**config.mk**
```make
export PLATFORM = sky130hd
export DESIGN_NAME = sort_block_loader
export DESIGN_NICKNAME = d
export VERILOG_FILES = /design/src/rtl/sort_block_loader.sv
export SDC_FILE = /design/constraint.sdc
export NUM_CORES = 1
export LEC_CHECK = 0
export BUFFER_PORTS_ARGS = -buffer_cell sky130_fd_sc_hd__buf_2
export CAP_MARGIN = 20
export CELL_PAD_IN_SITES_DETAIL_PLACEMENT = 1
export CELL_PAD_IN_SITES_GLOBAL_PLACEMENT = 2
export CORE_ASPECT_RATIO = 1.1
export CORE_MARGIN = 8
export CORE_UTILIZATION = 30
export DETAILED_ROUTE_END_ITERATION = 10
export GPL_ROUTABILITY_DRIVEN = 0
export PLACE_DENSITY_LB_ADDON = 0.1
export SYNTH_ARGS = -nofsm -noshare
export SYNTH_HDL_FRONTEND = slang
export SYNTH_SLANG_ARGS = --single-unit
```
**constraint.sdc**
```tcl
create_clock -name clk_i -period 2 [get_ports clk_i]
set_input_delay 0.4 -clock clk_i [delete_from_list [all_inputs] [get_ports clk_i]]
set_output_delay 0.4 -clock clk_i [all_outputs]
set_load 0.005 [all_outputs]
```
**src/rtl/sort_block_loader.sv**
```systemverilog
// Captures a NUM_ELEM-element block on start and streams it, element 0 first, into a fifo.
// Optional macro LOADER_PAIR_SORT_EN orders each captured pair (2k,2k+1) ascending.
module sort_block_loader #(
    parameter int DATA_W   = 8,
    parameter int NUM_ELEM = 4,
    parameter int CNT_W    = 3
) (
    input  logic                         clk_i,
    input  logic                         rst_i,
    input  logic                         start_i,
    input  logic [NUM_ELEM*DATA_W-1:0]   data_in_i,
    input  logic                         full_i,
    output logic                         wr_fifo_o,
    output logic [DATA_W-1:0]            w_data_o,
    output logic                         busy_o,
    output logic                         done_o,
    output logic                         start_ign_o
);

    typedef enum logic [1:0] {
        IDLE = 2'd0,
        SEND = 2'd1,
        DONE = 2'd2
    } state_t;

    localparam logic [CNT_W-1:0] LAST_IDX = CNT_W'(NUM_ELEM - 1);

    state_t                          state_q, state_d;
    logic [NUM_ELEM-1:0][DATA_W-1:0] buffer_q, buffer_d;
    logic [NUM_ELEM-1:0][DATA_W-1:0] capture;
    logic [CNT_W-1:0]                idx_q, idx_d;
    logic                            start_ign_q, start_ign_d;

    // Block as it will be stored on the capture edge; the optional pair swap lives here
    // so it costs no extra cycle.
    always_comb begin
        capture = data_in_i;
`ifdef LOADER_PAIR_SORT_EN
        for (int k = 0; k + 1 < NUM_ELEM; k += 2) begin
            if (data_in_i[(k+1)*DATA_W +: DATA_W] < data_in_i[k*DATA_W +: DATA_W]) begin
                capture[k]   = data_in_i[(k+1)*DATA_W +: DATA_W];
                capture[k+1] = data_in_i[k*DATA_W +: DATA_W];
            end
        end
`endif
    end

    always_comb begin
        state_d     = state_q;
        idx_d       = idx_q;
        buffer_d    = buffer_q;
        start_ign_d = start_ign_q;
        wr_fifo_o   = 1'b0;
        w_data_o    = '0;
        busy_o      = 1'b0;
        done_o      = 1'b0;

        case (state_q)
            IDLE: begin
                if (start_i) begin
                    buffer_d = capture;
                    idx_d    = '0;
                    state_d  = SEND;
                end
            end
            SEND: begin
                busy_o    = 1'b1;
                wr_fifo_o = !full_i;
                for (int k = 0; k < NUM_ELEM; k++) begin
                    if (idx_q == CNT_W'(k)) begin
                        w_data_o = buffer_q[k];
                    end
                end
                if (start_i) begin
                    start_ign_d = 1'b1;
                end
                // A stalled write simply holds idx; the last accepted element ends the block.
                if (!full_i) begin
                    if (idx_q == LAST_IDX) begin
                        state_d = DONE;
                    end else begin
                        idx_d = idx_q + CNT_W'(1);
                    end
                end
            end
            DONE: begin
                done_o  = 1'b1;
                idx_d   = '0;
                state_d = IDLE;
                if (start_i) begin
                    start_ign_d = 1'b1;
                end
            end
            default: begin
                state_d = IDLE;
                idx_d   = '0;
            end
        endcase
    end

    always_ff @(posedge clk_i or posedge rst_i) begin
        if (rst_i) begin
            state_q     <= IDLE;
            idx_q       <= '0;
            buffer_q    <= '0;
            start_ign_q <= 1'b0;
        end else begin
            state_q     <= state_d;
            idx_q       <= idx_d;
            buffer_q    <= buffer_d;
            start_ign_q <= start_ign_d;
        end
    end

    assign start_ign_o = start_ign_q;

endmodule

```
Word level (Yosys, flattened, before mapping):

Index checks and enable logic that the tools add are counted.

* add/sub/neg operators: 1
* multiply operators: 0
* divide/modulo/power cells: 0
* $lt $le $gt $ge: 0
* equality and inequality tests: 9
* shifts and indexed selects: 0
* mux-type cells: 16
* bitwise gates (word level): 0
* reductions and logical operators: 8

Operators with widths (number)
* two-way mux 8 bit: 5
* two-way mux 3 bit: 3
* inequality test 2 bit (second input constant): 4
* == test 3 x 2 -> 1 bit (second input constant): 2
* two-way mux 2 bit: 3
* case mux 3 bit (2 select lines): 1
* AND reduction 3 bit: 2
* case mux 2 bit (2 select lines): 1
* AND reduction 2 bit: 2
* adder 3 x 1 -> 3 bit (second input constant): 1
* == test 3 x 1 -> 1 bit (second input constant): 1
* logical NOT 3 bit: 1
* two-way mux 1 bit: 3
* == test 2 x 1 -> 1 bit (second input constant): 1
* == test 2 bit (second input constant): 1
* logical NOT 2 bit: 1
* OR reduction 2 bit: 1
* logical NOT 1 bit: 1

* register bits: 38
* latch bits: 0
* memory bits (writable): 0
* bits in read-only memories: 0
* bits of input ports: 36
* output and inout bits: 12
* memories kept: 0

Longest topological paths before layout:

* depth after elaboration: 6
* mapped depth: 6
* depth with buffers taken out: 5

Worst setup path after synthesis:

OpenSTA, ideal clock, no wires.

* path type: register -> output
* start: register idx_q[0]
* end: output w_data_o[0]
* arrival time: 1.401 ns
* setup slack: 0.199 ns
* stages on the path, launching flop included: 6
* buffers on the path: 0
* path through: dfrtp_1 -> ha_1 -> ha_1 -> nor3b_2 -> o21ai_0 -> o21ai_0

* word-level cells in the longest chain between the ends: 6
* elaborated cells on any way between the ends: 9
* classes of those cells: eq/ne: 3; mux: 5; reduce/logical: 1

Ends and longest elaborated chain
* start: declaration: line 31 `logic [CNT_W-1:0] idx_q, idx_d;`
* start signal: assignment: line 109 `idx_q <= idx_d;`
* logical NOT 3 bit: line 70 `if (idx_q == CNT_W'(k)) begin`
* two-way mux 8 bit (3 in series): line 70
* two-way mux 8 bit (*): line 70
* two-way mux 8 bit (*): line 58 `case (state_q)`
* end: declaration: line 14 `output logic [DATA_W-1:0] w_data_o,`

Every way passes the cells marked *; elsewhere a longest branch is shown, timed or not.

Worst setup path in the final report:

* start: register idx_q[0]
* end: output w_data_o[4]

The elaborated chain is that of the path after synthesis.

==> flow_summary.json <==
{
  "tightestPinTransition_ps": 505.6,
  "fin_nets": 261,
  "max_freq_mhz": 452.8,
  "status": "finished with violations",
  "ys.flop_type": "dfrtp_1",
  "worstReg2RegStart": "idx_q[0]",
  "synth.area.top_cells": "dfrtp_1 51%, mux2_2 21%, ha_1 6.7%, o21ai_0 4.6%, a221oi_1 3.8%",
  "ys_seq_area_share_pct": 51.14,
  "slowest_delay_ps": 420,
  "final_cells": 294,
  "critical_path.top_delay_family": "buffers and inverters",
  "grt_usage_pct": 11.08,
  "path_buf_inv": 4,
  "reg2reg_slack_ps": 180,
  "drive_gt1_share_pct": 58.41,
  "initial_core_util_pct": 30.58,
  "dp_hpwl_mm": 3.613,
  "wl_per_cell_um": 16.13,
  "path_clk_slew_ps": 60,
  "postSynthCellCount": 150,
  "fp-row-count": 30,
  "synth_enable_flop_cells": 0,
  "die_width_um": 91.06,
  "grt_antenna_before_repair": 0,
  "globalRouteOverflowTotal": 0,
  "crit_top_cell": "buf_4",
  "yosys_warnings": 0,
  "grt_max_degree": 39,
  "end_kind": "output port",
  "cts_max_path_buffers": 2,
  "ir_worst_vdd_mv": 0.5130,
  "io_pins": 48,
  "synth_area_per_cell_um2": 12.40,
  "setup_viol": 8,
  "clock-sinks": 38,
  "worstSetupPathType": "reg -> out",
  "r2r_end": "idx_q[2]",
  "hold_viol": 0,
  "critPathRequiredTime_ps": 1600,
  "reg2reg_depth": 6,
  "setup_ws_ps": -208.6,
  "die_h_um": 98.57,
  "drt_pre_antenna_iters": 4,
  "cp_cell_sequence": "buf_4 -> ha_4 -> buf_12 -> a221oi_2 -> buf_4 -> o21ai_1 -> buf_2",
  "dp_cells": 284,
  "power.density_nw_per_um2": 1544,
  "cts_buffers": 5,
  "via_per_inst": 4.660,
  "synth_top_area_share_pct": 51.14,
  "rsz0062_at_grt": "yes",
  "cts_tree": "done",
  "timing.hold.worst.class": "in -> async",
  "violations": "negative setup slack",
  "cap_violations": 0,
  "yosysUniqueCellTypes": 23,
  "drtIter0Drc": 25,
  "wl_mm": 4.741,
  "maxSlewHeadroom_pct": 66.29,
  "whs_ps": 230.7,
  "async_flop_share_pct": 100.0,
  "fin_util_pct": 41.23,
  "num_vias": 1370,
  "start_kind": "flop",
  "fp.dieArea_um2": 8975,
  "fin_crit_sh_pct": 110.4,
  "yosysTopAreaCell": "dfrtp_1",
  "pre_cts_slack_ps": -82.80,
  "slew_viol_final": 0,
  "cpMaxStageDelayCell": "dfrtp_2",
  "synth_seq_cells": 38,
  "finClkSkew_ps": 3.979,
  "crit_cells": 7,
  "antenna_left": 0,
  "insertion_delay_ps": 280,
  "syn_nets": 196,
  "htreeDepth": 2,
  "cts-root-buf": "clkbuf_8",
  "drc_errors": 0,
  "netlist_area_um2": 1859,
  "syn2layout_area_growth_pct": 34.86,
  "grt_first_pass_wirelength_mm": 7.900,
  "fin_crit_ps": 2209,
  "p_leak_nw": 1.121,
  "first_global_vias": 1564,
  "port-buffer-count": 47,
  "netlist_top_cells_count": "38 x dfrtp_1, 34 x mux2_2, 17 x o21ai_0",
  "core_area_um2": 6081,
  "antenna_cells": 0,
  "path_max_fanout": 8,
  "synth.most_common_cell": "dfrtp_1",
  "worstPathArrival_ps": 1810
}
-- power breakdown --
part / switching, W / leakage (nW) / internal (W)
Sequential: 0.000234 / 0.449 / 0.00115
Combinational: 0.000853 / 0.629 / 0.00113
Clock: 0.000241 / 0.0431 / 0.000266
-- worst reg2reg max path, delay by kind of cell, from the launching register on --
family | cells | cell delay [ps]
and+or+nand+nor | 1 | 530
DFF | 1 | 420
adders and majority gates | 2 | 370
buffers and inverters | 2 | 260
AOI/OAI and AO/OA | 1 | 160
-- worst max-delay path by stage --
stage / startpoint / end
3_3_place_gp: idx_q[0] / w_data_o[3]
6_report: idx_q[0] / w_data_o[4]
5_1_grt: idx_q[0] / w_data_o[7]
3_5_place_dp: idx_q[0] / w_data_o[1]
2_1_floorplan: idx_q[0] / w_data_o[0]
4_1_cts: idx_q[1] / w_data_o[7]
-- placed cells by master, fill, tap and decap left out, drive strengths merged --
cell type   n
mux2i       1
a21o        1
clkbuf      6
o21ai      17
or4b        1
nand2b      1
nor3b       1
mux2       34
inv         6
clkinvlp    1
ha         10
dfrtp      38
o311ai      1
o22ai       1
nor3        1
buf        64
a21oi       1
nand3b      1
nor2b       8
nand2      10
and2        2
a221oi      8
-- final cells by class --
type | count | area [um2]
Sequential cell | 38 | 952.2
Multi-Input combinational cell | 99 | 950.9
Timing Repair Buffer | 64 | 391.6
Tap cell | 80 | 100.1
Clock buffer | 6 | 82.58
Fill cell | 674 | 3573
Inverter | 7 | 30.03
-- layer usage --
| metal | vias up | wire, um | part of all wire [%] | track usage, % |
|---|---|---|---|---|
| met2 | 31 | 2558 | 54 | 19.44 |
| met3 | 4 | 228 | 4.8 | 3.802 |
| met4 | 0 | 34 | 0.72 | 3.026 |
| met5 | - | 0 | 0 | 0 |
| li1 | 661 | - | - | - |
| met1 | 674 | 1920 | 40 | 12.39 |
-- flip-flops by register name, summed over array words and instances (netlist names) --
signal / count
buffer_q: 32
start_ign_o: 1
state_q: 2
idx_q: 3
-- stage by stage --
stage | cell area, um2 | power, W | setup TNS, ps
6_report | 2507 | 0.003872 | -1443
5_1_grt | 2507 | 0.004200 | -2380
4_1_cts | 2466 | 0.003855 | -1766
3_5_place_dp | 2282 | 0.003100 | -440.8
3_3_place_gp | 2282 | 0.003044 | -358.9
2_1_floorplan | 1859 | 0.002358 | 0
-- repair_timing --
item                       CTS  global route
setup endpoints to repair    8             8
gates resized for setup     33             8
buffers inserted             3             1
hold buffers                 0             0
pin swaps                    8             5
-- cell families after synthesis --
logic type,synth area share (%)
adder cells (fa/ha/maj),6.729
buffers and inverters,3.298
AND/OR/NAND/NOR,7.874
multiplexers,21.13
flip-flops,51.14
AO/OA/AOI/OAI,9.825
Power figures use the tool's default switching activity.
